===== config.mk =====
export PLATFORM = sky130hd
export DESIGN_NAME = sr64_tx_sequencer_flat
export DESIGN_NICKNAME = d
export VERILOG_FILES = /design/src/rtl/sr64_tx_sequencer_pkg.sv /design/src/rtl/sr64_tx_sequencer_if.sv /design/src/rtl/sr64_tx_sequencer_bit_counter.sv /design/src/rtl/sr64_tx_sequencer.sv /design/src/flat_wrapper.sv
export SDC_FILE = /design/constraint.sdc
export NUM_CORES = 1
export LEC_CHECK = 0
export ABC_AREA = 1
export CAP_MARGIN = 30
export CORE_ASPECT_RATIO = 0.6
export CORE_MARGIN = 1.5
export CORE_UTILIZATION = 38
export DETAILED_ROUTE_END_ITERATION = 10
export GPL_TIMING_DRIVEN = 0
export PLACE_DENSITY = 0.91
export SYNTH_ARGS = -nofsm -noshare
export SYNTH_HDL_FRONTEND = slang
export SYNTH_HIERARCHICAL = 1
export SYNTH_SLANG_ARGS = --single-unit

===== constraint.sdc =====
create_clock -name clock -period 2.8 [get_ports clock]
set_clock_uncertainty 0.15 [all_clocks]
set_input_delay 0.42 -clock clock [delete_from_list [all_inputs] [get_ports clock]]
set_output_delay 0.42 -clock clock [all_outputs]
set_load 0.02 [all_outputs]

===== src/rtl/sr64_tx_sequencer_pkg.sv =====
// Shared types and sizing for the 64-bit shift-register transmit sequencer.
package sr_pkg;

    localparam int unsigned SR_N     = 64;
    localparam int unsigned SR_CNT_W = 6;

    typedef enum logic [1:0] {
        IDLE  = 2'd0,
        LOAD  = 2'd1,
        SHIFT = 2'd2
    } sr_state_t;

endpackage


===== src/rtl/sr64_tx_sequencer_if.sv =====
// Parallel-word valid/ready handshake into the transmit sequencer.
interface sr64_tx_sequencer_if #(
    parameter int unsigned N = 64
);
    logic [N-1:0] tx_data;
    logic         tx_valid;
    logic         tx_ready;

    modport master (output tx_data, output tx_valid, input  tx_ready);
    modport slave  (input  tx_data, input  tx_valid, output tx_ready);
endinterface


===== src/rtl/sr64_tx_sequencer_bit_counter.sv =====
// Bit position counter for one shifted word; flags the final bit position N-1.
module sr_bit_counter #(
    parameter int unsigned N     = 64,
    parameter int unsigned CNT_W = 6
) (
    input  logic clock,
    input  logic reset,
    input  logic clear_i,
    input  logic en_i,
    output logic tc_o
);
    localparam logic [CNT_W-1:0] LAST = CNT_W'(N - 1);

    logic [CNT_W-1:0] cnt_q, cnt_d;

    always_comb begin
        cnt_d = cnt_q;
        if (clear_i) begin
            cnt_d = '0;
        end else if (en_i) begin
            cnt_d = cnt_q + 1'b1;
        end
    end

    always_ff @(posedge clock or posedge reset) begin
        if (reset) begin
            cnt_q <= '0;
        end else begin
            cnt_q <= cnt_d;
        end
    end

    assign tc_o = (cnt_q == LAST);
endmodule


===== src/rtl/sr64_tx_sequencer.sv =====
// Framed parallel-to-serial transmitter driving an external N-bit universal shift register.
// Build option SR_MSB_FIRST_EN: shift toward bit N-1 and transmit MSB first.
module sr64_tx_sequencer
    import sr_pkg::*;
#(
    parameter int unsigned N     = SR_N,
    parameter int unsigned CNT_W = SR_CNT_W,
    parameter logic        FILL  = 1'b0
) (
    input  logic                clock,
    input  logic                reset,
    sr64_tx_sequencer_if.slave  tx,
    input  logic [N-1:0]        sr_data,
    output logic [N-1:0]        sr_par_in,
    output logic                sr_load,
    output logic                sr_mode,
    output logic                sr_serin,
    output logic                ser_out,
    output logic                ser_valid,
    output logic                ser_last,
    output logic                busy
);
    sr_state_t    state_q, state_d;
    logic         pend_q, pend_d;
    logic [N-1:0] hold_q, hold_d;
    logic         load_q, valid_q, busy_q;
    logic         xfer;
    logic         cnt_tc;
    logic         unused_sr_bits;

    assign tx.tx_ready = !pend_q;
    assign xfer        = tx.tx_valid && !pend_q;

    // IDLE looks at the next pend so an accepted word reaches LOAD on the accepting edge.
    always_comb begin
        hold_d  = xfer ? tx.tx_data : hold_q;
        pend_d  = pend_q;
        if (state_q == LOAD) pend_d = 1'b0;
        if (xfer)            pend_d = 1'b1;
        state_d = state_q;
        unique case (state_q)
            IDLE:    if (pend_d) state_d = LOAD;
            LOAD:    state_d = SHIFT;
            SHIFT:   if (cnt_tc) state_d = pend_d ? LOAD : IDLE;
            default: state_d = IDLE;
        endcase
    end

    always_ff @(posedge clock or posedge reset) begin
        if (reset) begin
            state_q <= IDLE;
            pend_q  <= 1'b0;
            hold_q  <= '0;
            load_q  <= 1'b0;
            valid_q <= 1'b0;
            busy_q  <= 1'b0;
        end else begin
            state_q <= state_d;
            pend_q  <= pend_d;
            hold_q  <= hold_d;
            load_q  <= (state_d == LOAD);
            valid_q <= (state_d == SHIFT);
            busy_q  <= (state_d != IDLE);
        end
    end

    sr_bit_counter #(
        .N     (N),
        .CNT_W (CNT_W)
    ) u_bit_counter (
        .clock   (clock),
        .reset   (reset),
        .clear_i (state_q == LOAD),
        .en_i    (state_q == SHIFT),
        .tc_o    (cnt_tc)
    );

    assign sr_load   = load_q;
    assign sr_par_in = load_q ? hold_q : '0;
    assign sr_serin  = FILL;
    assign ser_valid = valid_q;
    assign ser_last  = valid_q && cnt_tc;
    assign busy      = busy_q;

`ifdef SR_MSB_FIRST_EN
    assign sr_mode = 1'b1;
    assign ser_out = sr_data[N-1];
`else
    assign sr_mode = 1'b0;
    assign ser_out = sr_data[0];
`endif

    assign unused_sr_bits = ^sr_data;
endmodule


===== src/flat_wrapper.sv =====
// flat-port wrapper written by rule: the top's interface ports become plain ports
module sr64_tx_sequencer_flat import sr_pkg::*;
#(
    parameter int unsigned N     = SR_N,
    parameter int unsigned CNT_W = SR_CNT_W,
    parameter logic        FILL  = 1'b0
)
  (clock, reset, sr_data, sr_par_in, sr_load, sr_mode, sr_serin, ser_out, ser_valid, ser_last, busy, tx_tx_data, tx_tx_valid, tx_tx_ready);
  sr64_tx_sequencer_if #(.N(N)) tx_i ();
  input  logic clock;
  input  logic reset;
  input  logic [N-1:0] sr_data;
  output logic [N-1:0] sr_par_in;
  output logic sr_load;
  output logic sr_mode;
  output logic sr_serin;
  output logic ser_out;
  output logic ser_valid;
  output logic ser_last;
  output logic busy;
  input wire logic [$bits(tx_i.tx_data)-1:0] tx_tx_data;
  input wire logic [$bits(tx_i.tx_valid)-1:0] tx_tx_valid;
  output wire logic [$bits(tx_i.tx_ready)-1:0] tx_tx_ready;
  assign tx_i.tx_data = tx_tx_data;
  assign tx_i.tx_valid = tx_tx_valid;
  assign tx_tx_ready = tx_i.tx_ready;
  sr64_tx_sequencer #(.N(N), .CNT_W(CNT_W), .FILL(FILL)) u_core (.clock(clock), .reset(reset), .tx(tx_i), .sr_data(sr_data), .sr_par_in(sr_par_in), .sr_load(sr_load), .sr_mode(sr_mode), .sr_serin(sr_serin), .ser_out(ser_out), .ser_valid(ser_valid), .ser_last(ser_last), .busy(busy));
endmodule

==> results.py <==
metrics = {
    "synth": {
        "yosys_register_bits": 76,
        "yosys-top-cells-area": "dfrtp_1, nand2_1, inv_1",
        "syn_area_per_cell_um2": 7.49,
        "yosys.area_share.simple_pct": 32.3,
        "synth.distinct_cells": 22,
        "netlist.area_leader.share_pct": 53.3,
        "yosysSeqAreaShare_pct": 53.3,
        "synth-xor-area-share_pct": 0.246,
        "synth_compound_area_share_pct": 0.772,
        "synth_top_family_by_area": "simple AND/OR/NAND/NOR gates",
        "synth_adder_area_share_pct": 0.351,
        "muxShareOfSynthArea_pct": 0,
        "yosys.area.top_type": "dfrtp_1",
        "yosysWarningCount": 6,
        "postSynthCellCount": 476,
        "netlist_area_mm2": 0.00357,
    },
    "pwr": {
        "clkPwrFrac_pct": 36.6,
        "intPower_mw": 2.43,
        "switchingPower_mw": 0.858,
        "seqPwrFrac_pct": 48.6,
        "swShare_pct": 26.1,
        "p_comb_share_pct": 14.8,
        "p_leak_nw": 3.14,
        "powerDensity_mw_per_mm2": 606,
        "ir_drop_mv": 0.337,
    },
    "critical_path": {
        "crit_slowest_cell": "clkdlybuf4s50_1",
        "r2r.worst_path.cells": 7,
        "path_class": "flop to primary output",
        "crit_path_start_kind": "flop",
        "worst_path_dominant_cell_family": "buffers and inverters",
        "cp.depth": 6,
        "critPathBufInv": 2,
        "slowest_delay_ns": 0.59,
        "cp_cell_sequence": "ha_1 -> nand3_1 -> nor2_2 -> nand2_1 -> inv_1 -> clkdlybuf4s50_1",
        "cp.arrival_ns": 2.04,
        "critPathRequiredTime_ns": 2.23,
        "crit_path_max_fanout": 3,
        "endpoint_kind": "primary output",
        "r2r_setup_slack_ns": 1.25,
    },
    "hold_path": {
        "hp-class": "input pin to async pin",
    },
    "sta": {
        "finalSetupViolCount": 0,
        "period_minus_slack_ns": 2.61,
        "whs_ns": 0.206,
        "slew_headroom_pct": 55.3,
        "max_freq_mhz": 382,
        "finalHoldViolations": 0,
        "finalWorstSetupSlack_ns": 0.186,
        "tightest_slew_ns": 0.670,
        "rsz0062_at_grt": "false",
        "slew_violations": 0,
        "fin_crit_sh_pct": 93.4,
    },
    "grt": {
        "track_usage_pct": 19.1,
        "grt_remaining_overflow": 0,
        "grt_pass1_wl_mm": 14.7,
        "antenna_found_initial": 0,
        "grt_max_degree": 39,
        "grt_pass1_vias": 3090,
    },
    "clocking": {
        "cts.sink_count": 76,
        "worstSkewPairLatency_ns": 0.32,
        "root_buffer": "clkbuf_16",
        "cts_buffers": 9,
        "cts_hold_buf": 0,
        "cts_tree": "yes",
        "htreeDepth": 3,
        "clockBufferDepth": 2,
        "clk_pin_slew_worst_paths_ns": 0.06,
    },
    "placement": {
        "dp.cells": 744,
        "io_buffer_count": 136,
        "dp.final_hpwl_mm": 6.75,
        "place.gp.congestion": 0.892,
        "post_dp_cell_area_mm2": 0.00511,
        "post-place-ws_ns": 0.522,
    },
    "die": {
        "initial_utilization_pct": 39.0,
        "fp.dieW_um": 128,
        "dieHeight_um": 78.0,
        "coreArea_mm2": 0.00916,
        "pin_count": 203,
        "die_area_mm2": 0.00999,
        "rows": 27,
    },
    "layout": {
        "nets": 757,
        "final_layout_size_suffix_gt1_share_pct": 9.84,
        "final_area_mm2": 0.00543,
        "antenna_cells": 0,
        "syn_to_final_growth_pct": 52.4,
        "final_cells": 760,
    },
    "detailed_routing": {
        "wl_mm": 9.02,
        "via_per_inst": 4.29,
        "routedWlPerCell_um": 11.9,
        "vias": 3262,
        "dr.first_iter.drc_count": 153,
        "ant_nets": 0,
        "route.detailed.drc": 0,
        "dr.pass1.iters": 5,
    },
    "status": {
        "status": "completed",
    },
    "job": {
        "drv_cap": 0,
    },
}
==> Yosys cell counts (all sizes together) <==
| cell | number |
|---|---|
| dfrtp | 76 |
| o21bai | 1 |
| o21ai | 1 |
| nor3b | 1 |
| a21oi | 3 |
| inv | 78 |
| nor2 | 13 |
| buf | 23 |
| ha | 1 |
| xnor2 | 1 |
| nand2 | 272 |
| conb | 1 |
| nand3 | 5 |
==> per-stage QoR <==
stage,util (%),setup TNS (ns),total power [mW]
5_1_grt,59.3,0,3.49
6_report,59.3,0,3.29
2_1_floorplan,-,0,1.87
4_1_cts,59.3,0,3.33
3_5_place_dp,55.9,0,2.10
3_3_place_gp,55.6,-41.09,2.04
==> per-layer routing <==
| metal | routed length (um) | vias to the layer above | track usage [%] |
|---|---|---|---|
| met2 | 4080 | 124 | 31.2 |
| met4 | 75 | 0 | 5.73 |
| met1 | 4100 | 1482 | 24.1 |
| li1 | - | 1648 | - |
| met5 | 0 | - | 0 |
| met3 | 756 | 8 | 6.54 |
==> worst register-to-register path, cell delays in order, from the launching register on <==
cell and delay, ns:
dfrtp_1 0.40, ha_1 0.22, nand3_1 0.16, nor2_2 0.22, nor2_1 0.07, nor2_1 0.08
nand2_1 0.10, nand2_1 0.08
==> final timing paths <==
| path | start | endpoint |
|---|---|---|
| min reg2reg | u_core/hold_q[40] | u_core/hold_q[40] |
| min | reset | u_core/u_bit_counter/cnt_q[2] |
| max reg2reg | u_core/u_bit_counter/cnt_q[0] | u_core/busy |
| max in group asynchronous | reset | u_core/hold_q[14] |
| max | u_core/u_bit_counter/cnt_q[0] | ser_last |
| min in group clock | u_core/hold_q[40] | u_core/hold_q[40] |
==> cells in the final DEF (no fill, tap or decap), drive strengths merged <==
cell type	synthesis	routed
o21ai	1	1
bufinv	0	2
dfrtp	76	76
a21oi	3	3
clkinv	0	4
nor2	13	13
inv	78	78
clkbuf	0	9
xnor2	1	1
o21bai	1	1
ha	1	1
nand3	5	5
nor3b	1	1
clkinvlp	0	1
nand2	272	272
conb	1	2
buf	23	24
clkdlybuf4s50	0	136
==> timing repair <==
| item | CTS | global route |
|---|---|---|
| endpoints found under the setup margin | 0 | 1 |
| gates resized for setup | 0 | 1 |
| setup buffers | 0 | 0 |
==> cells by family after synthesis <==
| group | count (synthesis) |
|---|---|
| and+or+nand+nor | 291 |
| buffers and inverters | 101 |
| DFF | 76 |
| AOI/OAI and AO/OA | 5 |
| xor gates and xnor gates | 1 |
| adders and majority gates | 1 |
| other | 1 |
==> flip-flops by register name, summed over array words and instances, names as in the netlist <==
name                        cells
u_core/busy                     1
u_core/u_bit_counter/cnt_q      6
u_core/sr_load                  1
u_core/ser_valid                1
u_core/pend_q                   1
u_core/hold_q                  64
u_core/state_q                  2
==> power by group through the flow <==
stage | sequential [mW] | clock (mW) | combinational (mW)
finish | 1.60 | 1.20 | 0.487
global route | 1.63 | 1.30 | 0.560
CTS | 1.59 | 1.24 | 0.497
detailed placement | 1.60 | 0 | 0.495
global placement | 1.58 | 0 | 0.461
floorplan | 1.55 | 0 | 0.319
==> cell type report <==
type,instances,area [um2]
Clock buffer,9,225
Buffer,23,164
Timing Repair Buffer,137,1380
Multi-Input combinational cell,300,1210
Inverter,78,295
Tap cell,130,163
Fill cell,809,3720
Sequential cell,76,1900
Clock inverter,7,91.3
Note: power is estimated with default switching activity, not from simulation.
